[src/rtl/jtlabrun_romarb_if.sv]
// jtlabrun_romarb_if: ROM arbiter bus bundle (requester ports + SDRAM read port)
//   master: drives requests, downloading and the SDRAM responses (CPU/GFX side + SDRAM controller)
//   slave : the arbiter; returns ok/data to requesters and issues sdram_req/sdram_addr
interface jtlabrun_romarb_if #(
    parameter int AW0 = 17,
    parameter int AW1 = 18,
    parameter int SAW = 22
);
    logic           downloading;
    logic [AW0-1:0] cpu_addr;
    logic           cpu_cs;
    logic           cpu_ok;
    logic [7:0]     cpu_data;
    logic [AW1-1:0] gfx_addr;
    logic           gfx_cs;
    logic           gfx_ok;
    logic [15:0]    gfx_data;
    logic [SAW-1:0] sdram_addr;
    logic           sdram_req;
    logic           sdram_ack;
    logic           sdram_dst;
    logic [15:0]    sdram_din;

    modport master (
        output downloading, cpu_addr, cpu_cs, gfx_addr, gfx_cs, sdram_ack, sdram_dst, sdram_din,
        input  cpu_ok, cpu_data, gfx_ok, gfx_data, sdram_addr, sdram_req
    );
    modport slave (
        input  downloading, cpu_addr, cpu_cs, gfx_addr, gfx_cs, sdram_ack, sdram_dst, sdram_din,
        output cpu_ok, cpu_data, gfx_ok, gfx_data, sdram_addr, sdram_req
    );
endinterface

[src/rtl/jtlabrun_romarb.sv]
// jtlabrun_romarb: two-port ROM arbiter (CPU bytes, GFX words) sharing one SDRAM read port,
// each port backed by a one-word cache.
//   clk, rst : clock, asynchronous active-high reset
//   bus      : slave side of jtlabrun_romarb_if (requester cs/addr/ok/data, SDRAM req/ack/dst)
module jtlabrun_romarb #(
    parameter int             AW0     = 17,
    parameter int             AW1     = 18,
    parameter int             SAW     = 22,
    parameter logic [SAW-1:0] OFFSET0 = 22'h00000,
    parameter logic [SAW-1:0] OFFSET1 = 22'h10000
)(
    input  logic              clk,
    input  logic              rst,
    jtlabrun_romarb_if.slave  bus
);
    localparam int WW0 = AW0 - 1;
    localparam int LW  = AW1 > WW0 ? AW1 : WW0;

    typedef enum logic [1:0] {IDLE, WAIT_ACK, WAIT_DST} state_t;

    state_t         state;
    logic           valid0, valid1, owner, last, req;
    logic [WW0-1:0] addr0;
    logic [AW1-1:0] addr1;
    logic [15:0]    cache0, cache1;
    logic [LW-1:0]  lat_addr;
    logic [SAW-1:0] saddr;
    logic [WW0-1:0] cpu_word;
    logic           hit0, hit1, pend0, pend1, pick_cpu, fill;

    assign cpu_word = bus.cpu_addr[AW0-1:1];
    assign hit0     = valid0 && cpu_word == addr0;
    assign hit1     = valid1 && bus.gfx_addr == addr1;
    assign pend0    = bus.cpu_cs && !hit0 && !bus.downloading;
    assign pend1    = bus.gfx_cs && !hit1 && !bus.downloading;
    // owner/last: 0 = CPU, 1 = GFX; ties go to whoever was not served last
    assign pick_cpu = pend0 && (!pend1 || last);
    // ack and dst together in WAIT_ACK count as a complete transaction
    assign fill     = bus.sdram_dst && (state == WAIT_DST || (state == WAIT_ACK && bus.sdram_ack));

    assign bus.cpu_ok     = bus.cpu_cs && hit0;
    assign bus.cpu_data   = bus.cpu_addr[0] ? cache0[15:8] : cache0[7:0];
    assign bus.gfx_ok     = bus.gfx_cs && hit1;
    assign bus.gfx_data   = cache1;
    assign bus.sdram_req  = req;
    assign bus.sdram_addr = saddr;

    always_ff @(posedge clk or posedge rst) begin
        if (rst) begin
            state    <= IDLE;
            req      <= 1'b0;
            saddr    <= '0;
            owner    <= 1'b0;
            last     <= 1'b1;
            lat_addr <= '0;
            valid0   <= 1'b0;
            valid1   <= 1'b0;
            addr0    <= '0;
            addr1    <= '0;
            cache0   <= '0;
            cache1   <= '0;
        end else begin
            // a fill that lands while downloading still finishes the handshake but is dropped
            if (fill && !bus.downloading) begin
                if (owner) begin
                    valid1 <= 1'b1;
                    addr1  <= AW1'(lat_addr);
                    cache1 <= bus.sdram_din;
                end else begin
                    valid0 <= 1'b1;
                    addr0  <= WW0'(lat_addr);
                    cache0 <= bus.sdram_din;
                end
            end
            if (fill) last <= owner;
            if (bus.downloading) begin
                valid0 <= 1'b0;
                valid1 <= 1'b0;
            end
            case (state)
                IDLE: if (pend0 || pend1) begin
                    owner    <= !pick_cpu;
                    lat_addr <= pick_cpu ? LW'(cpu_word) : LW'(bus.gfx_addr);
                    saddr    <= pick_cpu ? SAW'(cpu_word) + OFFSET0 : SAW'(bus.gfx_addr) + OFFSET1;
                    req      <= 1'b1;
                    state    <= WAIT_ACK;
                end
                WAIT_ACK: if (bus.sdram_ack) begin
                    req   <= 1'b0;
                    state <= bus.sdram_dst ? IDLE : WAIT_DST;
                end
                WAIT_DST: if (bus.sdram_dst) state <= IDLE;
                default: state <= IDLE;
            endcase
        end
    end
endmodule

[src/flat_wrapper.sv]
// flat-port wrapper written by rule: the top's interface ports become plain ports
module jtlabrun_romarb_flat 
#(
    parameter int             AW0     = 17,
    parameter int             AW1     = 18,
    parameter int             SAW     = 22,
    parameter logic [SAW-1:0] OFFSET0 = 22'h00000,
    parameter logic [SAW-1:0] OFFSET1 = 22'h10000
)
  (clk, rst, bus_downloading, bus_cpu_addr, bus_cpu_cs, bus_gfx_addr, bus_gfx_cs, bus_sdram_ack, bus_sdram_dst, bus_sdram_din, bus_cpu_ok, bus_cpu_data, bus_gfx_ok, bus_gfx_data, bus_sdram_addr, bus_sdram_req);
  jtlabrun_romarb_if #(.AW0(AW0), .AW1(AW1), .SAW(SAW)) bus_i ();
  input  logic clk;
  input  logic rst;
  input wire logic [$bits(bus_i.downloading)-1:0] bus_downloading;
  input wire logic [$bits(bus_i.cpu_addr)-1:0] bus_cpu_addr;
  input wire logic [$bits(bus_i.cpu_cs)-1:0] bus_cpu_cs;
  input wire logic [$bits(bus_i.gfx_addr)-1:0] bus_gfx_addr;
  input wire logic [$bits(bus_i.gfx_cs)-1:0] bus_gfx_cs;
  input wire logic [$bits(bus_i.sdram_ack)-1:0] bus_sdram_ack;
  input wire logic [$bits(bus_i.sdram_dst)-1:0] bus_sdram_dst;
  input wire logic [$bits(bus_i.sdram_din)-1:0] bus_sdram_din;
  output wire logic [$bits(bus_i.cpu_ok)-1:0] bus_cpu_ok;
  output wire logic [$bits(bus_i.cpu_data)-1:0] bus_cpu_data;
  output wire logic [$bits(bus_i.gfx_ok)-1:0] bus_gfx_ok;
  output wire logic [$bits(bus_i.gfx_data)-1:0] bus_gfx_data;
  output wire logic [$bits(bus_i.sdram_addr)-1:0] bus_sdram_addr;
  output wire logic [$bits(bus_i.sdram_req)-1:0] bus_sdram_req;
  assign bus_i.downloading = bus_downloading;
  assign bus_i.cpu_addr = bus_cpu_addr;
  assign bus_i.cpu_cs = bus_cpu_cs;
  assign bus_i.gfx_addr = bus_gfx_addr;
  assign bus_i.gfx_cs = bus_gfx_cs;
  assign bus_i.sdram_ack = bus_sdram_ack;
  assign bus_i.sdram_dst = bus_sdram_dst;
  assign bus_i.sdram_din = bus_sdram_din;
  assign bus_cpu_ok = bus_i.cpu_ok;
  assign bus_cpu_data = bus_i.cpu_data;
  assign bus_gfx_ok = bus_i.gfx_ok;
  assign bus_gfx_data = bus_i.gfx_data;
  assign bus_sdram_addr = bus_i.sdram_addr;
  assign bus_sdram_req = bus_i.sdram_req;
  jtlabrun_romarb #(.AW0(AW0), .AW1(AW1), .SAW(SAW), .OFFSET0(OFFSET0), .OFFSET1(OFFSET1)) u_core (.clk(clk), .rst(rst), .bus(bus_i));
endmodule
[config.mk]
export PLATFORM = sky130hd
export DESIGN_NAME = jtlabrun_romarb_flat
export DESIGN_NICKNAME = d
export VERILOG_FILES = /design/src/rtl/jtlabrun_romarb_if.sv /design/src/rtl/jtlabrun_romarb.sv /design/src/flat_wrapper.sv
export SDC_FILE = /design/constraint.sdc
export NUM_CORES = 1
export LEC_CHECK = 0
export ABC_AREA = 1
export CORE_MARGIN = 2
export CORE_UTILIZATION = 35
export CTS_BUF_LIST = sky130_fd_sc_hd__clkbuf_8 sky130_fd_sc_hd__clkbuf_16
export DETAILED_ROUTE_END_ITERATION = 8
export SYNTH_ARGS = -nofsm -noshare
export SYNTH_HDL_FRONTEND = slang
export SYNTH_SLANG_ARGS = --single-unit
export TNS_END_PERCENT = 50
[constraint.sdc]
create_clock -name clk -period 3.05 [get_ports clk]
set_clock_uncertainty 0.05 [all_clocks]
set_input_delay 0.7625 -clock clk [delete_from_list [all_inputs] [get_ports clk]]
set_output_delay 0.7625 -clock clk [all_outputs]
set_load 0.02 [all_outputs]
Yosys cells after proc, flatten, opt, wreduce, memory -nomap -nowiden --
Cells that the tools add are included.
Word-level totals: flip-flop bits (word level) 113, input port bits 58, word-level logic and storage cells 70
Operators by class: bitwise operators 1, $add $sub $neg 1, muxes and demuxes 17, eq/ne operators 8, reductions and logical operators 31
Operators with widths (count):
- $mux W22 | 1
- $add A18 B17 Y19 const B | 1
- $eq A18 B18 Y1 | 1
- $mux W18 | 1
- $eq A16 B16 Y1 | 1
- $logic_and A1 B1 Y1 | 12
- $reduce_and A2 Y1 | 5
- $mux W1 | 8
- $mux W2 | 4
- $mux W8 | 1
- $ne A2 B2 Y1 const B | 3
- $pmux W2 S3 | 1
- $reduce_and A3 Y1 | 2
- $reduce_bool A2 Y1 | 3
- $logic_not A1 Y1 | 5
- $logic_or A1 B1 Y1 | 3
- $eq A2 B1 Y1 const B | 1
- $eq A2 B2 Y1 const B | 1
- $logic_not A2 Y1 | 1
- $ne A2 B1 Y1 const B | 1
- $pmux W1 S2 | 1
- $not A1 Y1 | 1

Depth between registers and ports, before layout --
Gate-level depths: netlist of run 1.
depth after elaboration 9, depth in mapped cells 14

Worst setup path after synthesis of run 1 --
Ideal clock, no wire load.
kind in2out, from in bus_gfx_addr[1], to out bus_gfx_ok, required time 2.237 ns, path slack 0.463 ns, stages 7, arrival 1.775 ns, cells stage by stage inv_1 -> nor2_1 -> inv_1 -> nand4_1 -> nor4_1 -> nand3_1 -> nor3_1
Between the ends: word-level cells in the longest chain between the ends 3
RTL lines:
- from (decl) | RTL line flat_wrapper.sv:17 | input wire logic [$bits(bus_i.gfx_addr)-1:0] bus_gfx_addr;
- $eq A18 B18 Y1 | RTL line jtlabrun_romarb.sv:33 | assign hit1 = valid1 && bus.gfx_addr == addr1;
- $logic_and A1 B1 Y1 | RTL line jtlabrun_romarb.sv:33
- $logic_and A1 B1 Y1 | RTL line jtlabrun_romarb.sv:43 | assign bus.gfx_ok = bus.gfx_cs && hit1;
- to (decl) | RTL line flat_wrapper.sv:24 | output wire logic [$bits(bus_i.gfx_ok)-1:0] bus_gfx_ok;
Every way passes these cells.

Worst setup path in the final report of run 1 --
from in bus_cpu_addr[15], to out bus_cpu_ok
Between the ends: word-level cells in the longest chain between the ends 3
RTL lines:
- from (decl) | RTL line flat_wrapper.sv:15 | input wire logic [$bits(bus_i.cpu_addr)-1:0] bus_cpu_addr;
- $eq A16 B16 Y1 | RTL line jtlabrun_romarb.sv:32 | assign hit0 = valid0 && cpu_word == addr0;
- $logic_and A1 B1 Y1 | RTL line jtlabrun_romarb.sv:32
- $logic_and A1 B1 Y1 | RTL line jtlabrun_romarb.sv:41 | assign bus.cpu_ok = bus.cpu_cs && hit0;
- to (decl) | RTL line flat_wrapper.sv:22 | output wire logic [$bits(bus_i.cpu_ok)-1:0] bus_cpu_ok;
Every way passes these cells.

==> results.json, run 1 <==
{
  "final_hold_viol_count": 0,
  "dr.pass1.iters": 5,
  "syn_inst": 637,
  "synth_edf_count": 0,
  "startpoint_type": "primary input",
  "syn_avg_cell_area_um2": 7.66,
  "crit_fanout": 2,
  "yosysTopAreaCell": "dfrtp_1",
  "drive_gt1_share_pct": 13.0,
  "die_h_um": 122,
  "fin_crit_ps": 2980,
  "syn2layout_area_growth_pct": 36.2,
  "arrival_ps": 2170,
  "antenna-diode-count": 0,
  "synth_cell_types": 36,
  "drt-initial-drc-count": 262,
  "setup_viol": 0,
  "post_drt_wl_per_cell_um": 14.0,
  "viasPerCell": 4.61,
  "die_x_um": 122,
  "synth_top_cells_by_count": "nand2_1, inv_1, dfrtp_1",
  "ys.flop_type": "dfrtp_1",
  "maxCapViolations": 0,
  "status": "complete, no violations",
  "hold_path.class": "reg -> reg",
  "ys_warn_count": 0,
  "gr-usage-all-layers_pct": 19.1,
  "clk_latency_ps": 350,
  "grt_first_pass_wirelength_um": 22000,
  "dieArea_um2": 14900,
  "powerDensity_nw_per_um2": 848,
  "cts.sinks": 94,
  "clockBufferDepth": 2,
  "vias": 4311,
  "port_buffers": 103,
  "core-area_um2": 13700,
  "required_ps": 2240,
  "async_flop_share_pct": 100,
  "tritoncts": "yes",
  "crit_path_end_kind": "primary output",
  "grt_max_degree": 63,
  "dp_hpwl_um": 9560,
  "finalCritPeriodShare_pct": 97.7,
  "wl_um": 13100,
  "place_congestion": 0.872,
  "synth_seq_cells": 94,
  "htree_levels": 3,
  "yosysMostFrequentCell": "nand2_1",
  "grt_pass1_vias": 4466,
  "rows": 43,
  "leakage_nw": 3.51,
  "gr-total-overflow": 0,
  "synthesis.area_um2": 4880,
  "post-route-util_pct": 48.4,
  "antenna_found_initial": 0,
  "final_antenna_net_count": 0,
  "start_util_pct": 35.5,
  "synth.area.top_cells": "dfrtp_1, nand2_1, inv_1",
  "fin_nets": 810,
  "peakVddDrop_uv": 552,
  "route.detailed.drc": 0,
  "critPathKind": "in -> out",
  "fin_area_um2": 6640,
  "hold_buffers": 0,
  "drv_slew": 0,
  "synth_top_area_share_pct": 47.7,
  "dpl_cell_area_um2": 6200,
  "cts_made_buffers": 9,
  "cts.clk_slew.worst_paths_ps": 60,
  "cts_root_buf": "clkbuf_16",
  "yosysSeqAreaShare_pct": 48.3,
  "io_pins": 107,
  "max_freq_ghz": 0.336
}
## registers in the layout (all words and copies together) (netlist names)
name                   flops
u_core.addr0              16
u_core.addr1              18
u_core.bus.gfx_data       16
u_core.bus.sdram_addr      3
u_core.bus.sdram_req       1
u_core.cache0             16
u_core.last                1
u_core.lat_addr           18
u_core.owner               1
u_core.state               2
u_core.valid0              1
u_core.valid1              1
## final cells by class
class / instances / area, µm²
repair buffers: 143 / 1400
flip-flops and latches: 94 / 2350
fillers: 1371 / 7080
inverters: 109 / 413
clock inverters: 5 / 97.6
multi-input cells: 394 / 1900
well taps: 180 / 225
clock buffers: 11 / 253
## logic make-up after synthesis
kind of cell,count (synthesis),share of synthesized area [%]
other cells,1,0.0769
xor+xnor,7,1.26
buf+inv,151,14.4
mux,8,1.85
fa+ha+maj,1,0.257
flops,94,48.3
compound gates,79,8.62
simple gates,296,25.3
## worst max-delay path, stage by stage
cell and delay (ps):
clkdlybuf4s50_1 490, inv_1 60, nand2_1 60, nand2_1 60, nor2_2 100, nand2_1 100
nor2_2 130, nand3_2 110, nor2_1 130, buf_4 150
## cells in the final DEF (no fill, tap or decap), types with 2 or more instances in the layout
cell / count
conb_1: 3
bufinv_16: 3
inv_2: 6
nand3_2: 4
nor2_1: 21
o21ai_1: 30
dlymetal6s2s_1: 15
dfrtp_1: 93
dlygate4sd2_1: 8
clkbuf_8: 2
nand2_2: 7
xor2_1: 2
nand2_1: 205
inv_1: 104
nand4_1: 4
buf_12: 4
nor2_2: 6
o21ai_0: 41
clkbuf_16: 9
xnor2_1: 4
clkdlybuf4s50_1: 78
buf_4: 38
a21oi_1: 2
mux2_2: 8
nand3_1: 41
## per-layer routing
metal,vias up,wire length (µm),track usage [%]
met2,138,6140,31.2
met4,0,239,5.60
met5,-,0,0
li1,2151,-,-
met3,17,1090,6.65
met1,2005,5640,23.8
## final timing paths
kind | to | slack [ps] | start | cells after the start
max | bus_cpu_ok | 70 | bus_cpu_addr[15] | 10
max reg2reg | u_core.lat_addr[1]$_DFFE_PP0P_ | 940 | u_core.addr0[15]$_DFFE_PP0P_ | 15
min | u_core.state[0]$_DFFE_PP0P_ | 430 | u_core.state[1]$_DFFE_PP0P_ | 1
max in group asynchronous | u_core.state[1]$_DFFE_PP0P_ | 1790 | rst | 3
min in group asynchronous | u_core.cache0[13]$_DFFE_PP0P_ | 810 | rst | 3
min reg2reg | u_core.state[0]$_DFFE_PP0P_ | 430 | u_core.state[1]$_DFFE_PP0P_ | 1
## power by group
group | internal [mW] | switching [mW] | leakage [nW] | total, mW
logic | 0.979 | 1.20 | 2.14 | 2.18
registers | 1.77 | 0.371 | 1.19 | 2.14
clock network | 0.840 | 0.473 | 0.178 | 1.31
## metrics by stage
step | setup WS, ps | hold slack [ps] | std cells | setup TNS (ps) | total power [mW]
after detailed placement | -557 | 421 | 919 | -1470 | 4.35
after floorplan | 463 | 398 | 639 | 0 | 3.48
after global placement | -575 | 415 | 919 | -1450 | 4.31
after global routing | -17.2 | 461 | 936 | -17.2 | 6.07
final | 71.6 | 429 | 936 | 0 | 5.63
after CTS | -42.1 | 437 | 935 | -42.1 | 5.67
## repair_timing
item,4_1_cts,5_1_grt
setup endpoints to repair,10,2
buffers inserted,0,1
pin swaps,0,12
resized for setup,21,32
(Power assumes the default switching activity.)
==> run 2: changes to the inputs <==
--- a/config.mk
+++ b/config.mk
@@ -10,6 +10,7 @@
 export CORE_UTILIZATION = 35
 export CTS_BUF_LIST = sky130_fd_sc_hd__clkbuf_8 sky130_fd_sc_hd__clkbuf_16
 export DETAILED_ROUTE_END_ITERATION = 8
+export SLEW_MARGIN = 10
 export SYNTH_ARGS = -nofsm -noshare
 export SYNTH_HDL_FRONTEND = slang
 export SYNTH_SLANG_ARGS = --single-unit
==> results of run 2 <==
Same layout as run 1: the final DEF is identical, and so are final timing and power.
